<file path="src/rtl/key_scan_encoder.sv">
// PS/2 set-2 keypad decoder: strips E0/F0 prefixes, maps make codes to calculator
// keys, suppresses typematic repeats and keeps a four-entry history of key codes.
module key_scan_encoder (
    input  logic        clk,
    input  logic        rst_n,
    input  logic [7:0]  scan_byte,
    input  logic        scan_valid,
    output logic [3:0]  key_code,
    output logic        key_strobe,
    output logic [15:0] digits,
    output logic        clr_strobe
);

    localparam int unsigned BYTE_W   = 8;
    localparam int unsigned CODE_W   = 4;
    localparam int unsigned DIGITS_W = 4 * CODE_W;

    localparam logic [BYTE_W-1:0]   PFX_EXT   = 8'hE0;
    localparam logic [BYTE_W-1:0]   PFX_BRK   = 8'hF0;
    localparam logic [BYTE_W-1:0]   SCAN_ESC  = 8'h76;
    localparam logic [CODE_W-1:0]   CODE_NONE = 4'hF;
    localparam logic [DIGITS_W-1:0] DIGITS_BLANK = 16'hFFFF;

    typedef enum logic [1:0] {
        IDLE    = 2'd0,
        EXT     = 2'd1,
        BRK     = 2'd2,
        EXT_BRK = 2'd3
    } state_t;

    typedef struct packed {
        logic              hit;
        logic              esc;
        logic [CODE_W-1:0] code;
    } key_map_t;

    state_t              state_q, state_d;
    logic [BYTE_W-1:0]   held_scan_q, held_scan_d;
    logic                held_valid_q, held_valid_d;
    logic [CODE_W-1:0]   key_code_d;
    logic [DIGITS_W-1:0] digits_d;
    logic                key_strobe_d;
    logic                clr_strobe_d;
    key_map_t            map_c;
    logic                accept_c;

    // Fixed make-code map; main-block and keypad scan codes share a key.
    function automatic key_map_t map_make(input logic [BYTE_W-1:0] b);
        key_map_t m;
        m.hit  = 1'b1;
        m.esc  = 1'b0;
        m.code = CODE_NONE;
        case (b)
            8'h45, 8'h70: m.code = 4'd0;
            8'h16, 8'h69: m.code = 4'd1;
            8'h1E, 8'h72: m.code = 4'd2;
            8'h26, 8'h7A: m.code = 4'd3;
            8'h25, 8'h6B: m.code = 4'd4;
            8'h2E, 8'h73: m.code = 4'd5;
            8'h36, 8'h74: m.code = 4'd6;
            8'h3D, 8'h6C: m.code = 4'd7;
            8'h3E, 8'h75: m.code = 4'd8;
            8'h46, 8'h7D: m.code = 4'd9;
            8'h1C, 8'h79: m.code = 4'd10;
            8'h1B, 8'h7B: m.code = 4'd11;
            8'h3A, 8'h7C: m.code = 4'd12;
            SCAN_ESC:     m.esc  = 1'b1;
            default:      m.hit  = 1'b0;
        endcase
        return m;
    endfunction

    assign map_c    = map_make(scan_byte);
    // A make is taken unless it repeats the key that is still held down.
    assign accept_c = map_c.hit && (!held_valid_q || (scan_byte != held_scan_q));

    // State register plus all registered outputs.
    always_ff @(posedge clk or negedge rst_n) begin
        if (!rst_n) begin
            state_q      <= IDLE;
            held_scan_q  <= '0;
            held_valid_q <= 1'b0;
            key_code     <= CODE_NONE;
            digits       <= DIGITS_BLANK;
            key_strobe   <= 1'b0;
            clr_strobe   <= 1'b0;
        end else begin
            state_q      <= state_d;
            held_scan_q  <= held_scan_d;
            held_valid_q <= held_valid_d;
            key_code     <= key_code_d;
            digits       <= digits_d;
            key_strobe   <= key_strobe_d;
            clr_strobe   <= clr_strobe_d;
        end
    end

    // Prefix FSM next-state and register updates.
    always_comb begin
        state_d      = state_q;
        held_scan_d  = held_scan_q;
        held_valid_d = held_valid_q;
        key_code_d   = key_code;
        digits_d     = digits;
        key_strobe_d = 1'b0;
        clr_strobe_d = 1'b0;

        if (scan_valid) begin
            case (state_q)
                IDLE: begin
                    if (scan_byte == PFX_EXT) begin
                        state_d = EXT;
                    end else if (scan_byte == PFX_BRK) begin
                        state_d = BRK;
                    end else if (accept_c) begin
                        held_scan_d  = scan_byte;
                        held_valid_d = 1'b1;
                        if (map_c.esc) begin
                            digits_d     = DIGITS_BLANK;
                            key_code_d   = CODE_NONE;
                            clr_strobe_d = 1'b1;
                        end else begin
                            key_code_d   = map_c.code;
                            digits_d     = {digits[DIGITS_W-CODE_W-1:0], map_c.code};
                            key_strobe_d = 1'b1;
                        end
                    end
                end
                EXT: begin
                    if (scan_byte == PFX_BRK) begin
                        state_d = EXT_BRK;
                    end else if (scan_byte == PFX_EXT) begin
                        state_d = EXT;
                    end else begin
                        state_d = IDLE;
                    end
                end
                BRK: begin
                    // Releasing the held key re-arms it; other releases are ignored.
                    if (scan_byte == held_scan_q) begin
                        held_valid_d = 1'b0;
                    end
                    state_d = IDLE;
                end
                EXT_BRK: begin
                    state_d = IDLE;
                end
                default: begin
                    state_d = IDLE;
                end
            endcase
        end
    end

endmodule

</file>
<file path="config.mk">
export PLATFORM = sky130hd
export DESIGN_NAME = key_scan_encoder
export DESIGN_NICKNAME = d
export VERILOG_FILES = /design/src/rtl/key_scan_encoder.sv
export SDC_FILE = /design/constraint.sdc
export NUM_CORES = 1
export LEC_CHECK = 0
export BUFFER_PORTS_ARGS = -buffer_cell sky130_fd_sc_hd__buf_2
export CORE_MARGIN = 2
export CORE_UTILIZATION = 50
export CTS_CLUSTER_DIAMETER = 120
export DETAILED_ROUTE_END_ITERATION = 6
export PLACE_DENSITY = 0.72
export RECOVER_POWER = 50
export SLEW_MARGIN = 25
export SYNTH_ARGS = -nofsm -noshare
export SYNTH_HDL_FRONTEND = slang
export SYNTH_SLANG_ARGS = --single-unit
</file>
<file path="constraint.sdc">
create_clock -name clk -period 3.6 [get_ports clk]
set_input_delay 0.36 -clock clk [delete_from_list [all_inputs] [get_ports clk]]
set_output_delay 0.36 -clock clk [all_outputs]
set_load 0.005 [all_outputs]
</file>
==> flow_summary.json, run 1 <==
{
  "post_synth_fa_ha_maj_area_fraction_pct": 0,
  "seqCellArea_um2": 746,
  "clk_pin_slew_ns": 0.06,
  "vias": 1574,
  "synth_seq_cells": 29,
  "slew_violations": 0,
  "avgRoutedWirePerCell_um": 14.8,
  "synth_nets": 223,
  "fin_crit_sh_pct": 76.0,
  "drive_above_1_share_pct": 26.6,
  "synth_xor_area_share_pct": 4.32,
  "syn_inst": 212,
  "synth_edf_count": 0,
  "area.growth.synth_to_final_pct": 7.66,
  "hold_depth": 2,
  "drcViolationCount": 0,
  "drt_iter0_markers": 79,
  "fin_cells": 283,
  "worstHoldPathType": "in -> reg",
  "crit_type": "in -> reg",
  "final.setup_skew_ns": 0.00823,
  "drt-pass1-iter-count": 4,
  "place_inst": 275,
  "powerDensity_mw_per_mm2": 580,
  "synth_top_area_share_pct": 20.8,
  "cts_resized": 0,
  "r2r_setup_slack_ns": 1.20,
  "die-area_mm2": 0.00458,
  "cts_tree": "built",
  "setup_viol": 0,
  "violations": "capacitance limit",
  "hold_buffers": 0,
  "final_nets": 243,
  "multi_input_area_mm2": 0.00104,
  "grt_usage_pct": 20.4,
  "hold_start": "scan_valid",
  "maxSlewHeadroom_pct": 0.785,
  "place_congestion": 0.866,
  "ys_async_sr_fraction_pct": 100,
  "final.setup.tns_ns": 0,
  "startpoint_type": "input port",
  "max_slew.worst_pin.slew_ns": 1.49,
  "period_needed_ns": 2.74,
  "drv_cap": 1,
  "final-hold-violation-count": 0,
  "synth.distinct_cells": 56,
  "grt_overflow": 0,
  "die_h_um": 67.7,
  "vias_per_cell": 5.56,
  "grt_pass1_vias": 1481,
  "drt-met1-wl_mm": 1.94,
  "cts_setup_buffers": 0,
  "synth_mux_area_share_pct": 10.0,
  "coreArea_mm2": 0.00394,
  "arrival_ns": 2.93,
  "reg2regPathDepth": 6,
  "portBuffers": 32,
  "synth.most_common_cell": "inv_1",
  "crit_fanout": 17,
  "cts_max_level": 2,
  "yosysWarnings": 0,
  "die_w_um": 67.7,
  "r2r-start": "state_q[1]",
  "yosys.area.top_type": "dfstp_2",
  "dr_wl_met3_um": 196,
  "cp-end-kind": "register",
  "holdWs_ns": 0.324,
  "route.met2.wl_mm": 1.98,
  "cts_sinks": 29,
  "rsz0062_at_grt": "no",
  "routed_wl_mm": 4.18,
  "postRouteAntennaNets": 0,
  "clock_latency_ns": 0.28,
  "yosys.area_share.simple_pct": 24.8,
  "avgSynthCellArea_um2": 9.56,
  "peakVddDrop_uv": 423,
  "initial_core_util_pct": 51.4,
  "hpwl_mm": 2.90,
  "insertedDiodeCount": 0,
  "synth_ff_type": "dfstp_2",
  "grt_pass1_wl_mm": 7.04,
  "ios": 33,
  "root_buffer": "clkbuf_8",
  "syn-cell-area_mm2": 0.00203,
  "clockBufferDepth": 2,
  "synthTopCellsByArea": "dfstp_2, dfrtp_1, mux2i_1",
  "grt_antenna_before_repair": 0,
  "p_leak_nw": 0.968,
  "grt_max_degree": 30,
  "fillers": 351,
  "ys_top_cells_by_count": "inv_1, dfstp_2, nor2_1, dfrtp_1, nand2_1",
  "hold_end": "state_q[0]",
  "yosysSeqAreaShare_pct": 36.8,
  "highest_layer": "met4",
  "critPathRequiredTime_ns": 3.80,
  "status": "finished, violations left",
  "synth_top_family_by_area": "simple AND/OR/NAND/NOR gates",
  "max_freq_mhz": 366,
  "cts_buffers": 5,
  "fp-row-count": 23,
  "synth-compound-area-share_pct": 12.0,
  "worst_r2r_endpoint": "digits[14]"
}
## per-layer routing
metal	track usage (%)	vias to the layer above
li1	-	784
met1	29.1	727
met2	30.8	57
met3	4.67	6
met4	6.12	0
met5	0	-
## kinds of logic after synthesis
logic type             after synthesis
XOR/XNOR                            10
AND/OR/NAND/NOR                     85
buffers and inverters               38
flip-flops                          29
AO/OA/AOI/OAI                       31
multiplexers                        19
## final cells by class
class                      instances  area share [%]
multi-input combinational        145            47.7
sequential                        29            34.2
timing repair buffer              34            7.69
tap                               50            2.87
clock buffer                       7            4.42
inverter                          17            2.93
clock inverter                     1           0.229
## worst max-delay path, stage by stage
cell      delay (ns)
clkbuf_1        0.31
or3b_4          0.51
nor3_1          0.24
a211o_1         0.20
and4b_1         0.28
a31oi_4         0.47
buf_4           0.32
mux2i_1         0.22
## sequential cells by signal, indices dropped and copies added, names as in the netlist
name and cells:
held_valid_q 1, state_q 2, key_code 3, held_scan_q 8, digits 13, key_strobe 1
clr_strobe 1
## layout by cell type, fill, tap and decap left out, drive strengths merged, types with 2 or more instances in the layout
master / count
a211oi: 2
a21oi: 5
a2bb2oi: 2
a31oi: 3
a41oi: 2
and2: 2
and2b: 2
buf: 28
clkbuf: 13
dfrtp: 13
dfstp: 16
inv: 17
mux2: 7
mux2i: 12
nand2: 13
nand2b: 5
nand3: 6
nand3b: 2
nand4: 4
nand4bb: 2
nor2: 16
nor2b: 5
nor3: 5
nor3b: 2
nor4: 2
nor4bb: 4
o211a: 2
o21ai: 4
or2: 2
or3: 3
or3b: 3
or4: 2
xnor2: 8
xor2: 2
## per-stage QoR
step	setup slack [ns]	power [mW]	instance area, µm²	util (%)
2_1_floorplan	1.21	0.868	2030	-
3_3_place_gp	0.776	0.981	2090	52.9
3_5_place_dp	0.732	0.996	2090	52.9
4_1_cts	1.02	1.29	2190	55.5
5_1_grt	0.689	1.37	2180	55.3
6_report	0.865	1.27	2180	55.3
## report_power, final
part	internal, mW	total (mW)	switching [mW]
sequential	0.501	0.588	0.0869
clock	0.172	0.289	0.117
combinational	0.206	0.388	0.182
total	0.879	1.27	0.386
## how the worst max path moves through the flow
stage	depth (start not counted)	startpoint	to	slack (ns)
floorplan	9	scan_byte[6]	held_scan_q[6]	1.21
global placement	8	scan_byte[1]	digits[9]	0.78
detailed placement	8	scan_byte[1]	digits[6]	0.73
CTS	8	scan_byte[1]	digits[14]	1.02
global route	8	scan_byte[0]	digits[12]	0.69
finish	8	scan_byte[0]	digits[14]	0.86
Note: power is estimated with default switching activity, not from simulation.
==> inputs of run 2 (changes only) <==
Clock period 3.6 ns to 2.6 ns, I/O delays scaled along.
==> flow_summary.json, run 2 (synthesized netlist as in run 1, its figures left out) <==
{
  "status": "completed",
  "crit_fanout": 10,
  "clock_latency_ns": 0.28,
  "drcViolationCount": 0,
  "initial_core_util_pct": 51.4,
  "slew_violations": 0,
  "rsz0062_at_grt": "no",
  "cts_max_level": 2,
  "ios": 33,
  "die_w_um": 67.7,
  "layout_common_cells": "buf_2, inv_1, nor2_1",
  "postRouteAntennaNets": 0,
  "cts_resized": 0,
  "fillers": 348,
  "clk_pin_slew_ns": 0.06,
  "grt_usage_pct": 20.3,
  "setup_viol": 0,
  "final_common_cell": "buf_2",
  "grt_pass1_wl_mm": 6.99,
  "drive_above_1_share_pct": 29.1,
  "drv_cap": 0,
  "largest_register_ffs": 13,
  "final.setup.tns_ns": 0,
  "hpwl_mm": 3.01,
  "avgRoutedWirePerCell_um": 14.6,
  "p_total_mw": 1.74,
  "period_needed_ns": 2.36,
  "cts_tree": "built",
  "grt_max_degree": 30,
  "hold_buffers": 0,
  "max_freq_mhz": 424,
  "drt_iter0_markers": 100,
  "pre_cts_ws_ns": 0.0971,
  "final_nets": 254,
  "drt-pass1-iter-count": 4,
  "cts_setup_buffers": 0,
  "root_buffer": "clkbuf_8",
  "cts_buffers": 5,
  "final.setup_skew_ns": 0.00845,
  "fin_crit_sh_pct": 90.8,
  "die-area_mm2": 0.00458,
  "setup_ws_ns": 0.239,
  "arrival_ns": 2.55,
  "clockBufferDepth": 2,
  "area.growth.synth_to_final_pct": 11.9,
  "cp-end-kind": "register",
  "grt_pass1_vias": 1480,
  "crit_type": "reg -> reg",
  "fp-row-count": 23,
  "place_inst": 286,
  "place_congestion": 0.903,
  "max_slew.worst_pin.slew_ns": 1.48,
  "worstHoldPathType": "in -> reg",
  "powerDensity_mw_per_mm2": 768,
  "grt_antenna_before_repair": 0,
  "vias": 1632,
  "max_flop_register": "digits",
  "peakVddDrop_uv": 522,
  "grt_overflow": 0,
  "top_regs": "digits x13, held_scan_q x8, key_code x3",
  "maxSlewHeadroom_pct": 1.07,
  "insertedDiodeCount": 0,
  "routed_wl_mm": 4.28,
  "vias_per_cell": 5.55,
  "coreArea_mm2": 0.00394,
  "fin_cells": 294,
  "final-hold-violation-count": 0,
  "die_h_um": 67.7,
  "startpoint_type": "register",
  "p_leak_nw": 1.02,
  "critPathRequiredTime_ns": 2.79,
  "portBuffers": 32,
  "cts_sinks": 29
}
-- run 2: cell count changes in the layout (fill, tap and decap cells not counted), sizes merged --
cell / change
clkinv: -1
buf: +12
-- run 2: where the power goes --
part	total, mW	switching [mW]	internal, mW
clock	0.376	0.160	0.215
sequential	0.813	0.122	0.691
combinational	0.550	0.253	0.297
total	1.74	0.535	1.20
-- run 2: path summary, 6_finish.rpt --
path | start | end | slack [ns] | cells past startpoint
worst max-delay path | state_q[1] | digits[12] | 0.24 | 6
worst min-delay path | scan_valid | state_q[0] | 0.22 | 2
worst max register to register | state_q[1] | digits[12] | 0.24 | 6
worst min register to register | digits[14] | digits[14] | 0.46 | 2
max in group asynchronous | rst_n | key_strobe | 1.40 | 1
min in group asynchronous | rst_n | held_scan_q[2] | 0.33 | 1
-- run 2: per-stage QoR --
stage / utilization (%) / instance area [µm²] / hold WS, ns
finish: 57.5 / 2270 / 0.221
global route: 57.5 / 2270 / 0.235
CTS: 57.6 / 2270 / 0.0140
detailed placement: 55.3 / 2180 / 0.306
global placement: 55.3 / 2180 / 0.303
floorplan: - / 2030 / -0.0356
-- run 2: final cells by class --
type	count	area [µm²]	share of cell area, %
multi-input cells	145	1040	45.9
well taps	50	62.6	2.76
flip-flops and latches	29	746	32.9
repair buffers	45	264	11.7
clock buffers	8	90.1	3.98
inverters	17	63.8	2.82
-- run 2: worst max-delay path, cell delays in order (launching register included) --
cell and delay (ns):
dfrtp_1 0.39, or3b_2 0.47, a41oi_1 0.27, o41ai_1 0.24, a31oi_4 0.39, buf_4 0.29
mux2i_1 0.23
-- run 2: layer usage --
metal | GRT usage (%) | part of all wire (%) | vias to the layer above
met5 | 0 | 0 | -
met4 | 6.63 | 0.93 | 0
met3 | 4.67 | 4.8 | 4
met2 | 29.5 | 46 | 56
met1 | 29.5 | 48 | 764
li1 | - | - | 808
==> inputs of run 3 (changes only) <==
Settings changed: CORE_UTILIZATION 50 to 40, PLACE_DENSITY 0.72 to unset, SKIP_LAST_GASP set to 1.
==> flow_summary.json, run 3 (synthesized netlist as in run 1, its figures left out) <==
{
  "status": "finished, violations left",
  "violations": "capacitance limit, slew limit",
  "setup_viol": 0,
  "clk_pin_slew_ns": 0.06,
  "drive_above_1_share_pct": 30.9,
  "cts_setup_buffers": 0,
  "maxSlewHeadroom_pct": -4.39,
  "hold_end": "state_q[0]",
  "drt_iter0_markers": 97,
  "critPathRequiredTime_ns": 2.80,
  "period_needed_ns": 2.34,
  "ios": 33,
  "clockBufferDepth": 2,
  "top_regs": "digits x13, held_scan_q x8, key_code x3",
  "grt_max_degree": 30,
  "peakVddDrop_uv": 451,
  "crit_fanout": 14,
  "die-area_mm2": 0.00565,
  "final.setup.tns_ns": 0,
  "avgRoutedWirePerCell_um": 15.0,
  "worstHoldPathType": "in -> reg",
  "max_slew.worst_pin.slew_ns": 1.57,
  "p_total_mw": 1.77,
  "portBuffers": 32,
  "die_h_um": 75.2,
  "crit_type": "reg -> reg",
  "place_congestion": 0.883,
  "slew_violations": 30,
  "holdWs_ns": 0.216,
  "reg2regPathDepth": 6,
  "worst_r2r_endpoint": "digits[6]",
  "die_w_um": 75.2,
  "drv_cap": 1,
  "drcViolationCount": 0,
  "initial_core_util_pct": 42.1,
  "grt_antenna_before_repair": 0,
  "final_nets": 256,
  "fp-row-count": 25,
  "cts_max_level": 2,
  "r2r-start": "state_q[1]",
  "r2r_setup_slack_ns": 0.26,
  "hold_depth": 2,
  "routed_wl_mm": 4.68,
  "drt-pass1-iter-count": 4,
  "p_leak_nw": 1.04,
  "max_flop_register": "digits",
  "coreArea_mm2": 0.00482,
  "vias_per_cell": 5.20,
  "grt_pass1_wl_mm": 7.56,
  "postRouteAntennaNets": 0,
  "final_common_cell": "buf_2",
  "powerDensity_mw_per_mm2": 769,
  "startpoint_type": "register",
  "hold_start": "scan_valid",
  "arrival_ns": 2.53,
  "finalInstanceArea_mm2": 0.00230,
  "area.growth.synth_to_final_pct": 13.7,
  "vias": 1629,
  "max_freq_mhz": 428,
  "placed_area_mm2": 0.00220,
  "fillers": 491,
  "grt_usage_pct": 17.7,
  "cp-end-kind": "register",
  "root_buffer": "clkbuf_8",
  "cts_resized": 0,
  "cts_buffers": 5,
  "grt_overflow": 0,
  "cts_tree": "built",
  "cts_sinks": 29,
  "hold_buffers": 0,
  "layout_common_cells": "buf_2, inv_1, nor2_1",
  "largest_register_ffs": 13,
  "grt_pass1_vias": 1456,
  "insertedDiodeCount": 0,
  "clock_latency_ns": 0.28,
  "final-hold-violation-count": 0,
  "final.setup_skew_ns": 0.00755,
  "final_util_pct": 47.8,
  "fin_crit_sh_pct": 89.8,
  "rsz0062_at_grt": "no",
  "hpwl_mm": 3.35
}
run 3: cell count changes in the layout (fill, tap and decap cells not counted), sizes merged:
cell / previous run / this run
buf: 40 / 42
clkbuf: 13 / 12
clkinv: 0 / 1
run 3: final cells by class:
cell class / count / area (µm²) / share of cell area [%]
flip-flops and latches: 29 / 746 / 32.4
multi-input cells: 145 / 1040 / 45.2
clock buffers: 7 / 96.3 / 4.18
repair buffers: 47 / 267 / 11.6
well taps: 67 / 83.8 / 3.64
inverters: 17 / 63.8 / 2.77
clock inverters: 1 / 5.00 / 0.217
run 3: worst max path at each step:
stage	startpoint	end	slack, ns	cells after the start
6_report	state_q[1]	digits[6]	0.26	6
5_1_grt	scan_byte[3]	digits[6]	0.14	8
4_1_cts	state_q[1]	digits[6]	0.23	6
3_5_place_dp	scan_byte[1]	digits[6]	0.04	8
3_3_place_gp	scan_byte[1]	digits[15]	0.03	8
2_1_floorplan	scan_byte[6]	held_scan_q[6]	0.31	9
run 3: critical path: stages, from the launching register on:
cell	delay, ns
dfrtp_1	0.40
or3b_2	0.47
a41oi_1	0.28
o41ai_2	0.22
a31oi_4	0.36
buf_4	0.31
mux2i_1	0.22
run 3: power by group:
group | switching [mW] | internal (mW)
Sequential | 0.117 | 0.693
Combinational | 0.257 | 0.297
Clock | 0.170 | 0.239
Total | 0.543 | 1.23
run 3: stage by stage:
step | setup slack, ns | instances
floorplan | 0.312 | 212
global placement | 0.0310 | 305
detailed placement | 0.0429 | 305
CTS | 0.231 | 313
global route | 0.144 | 313
finish | 0.264 | 313
run 3: metal layers:
layer	share of wire (%)	global-route usage (%)	wire length, µm	vias up
li1	-	-	-	805
met1	48	25.4	2260	773
met2	46	26.7	2150	44
met3	4.8	3.75	224	7
met4	1.2	5.46	55	0
met5	0	0	0	-
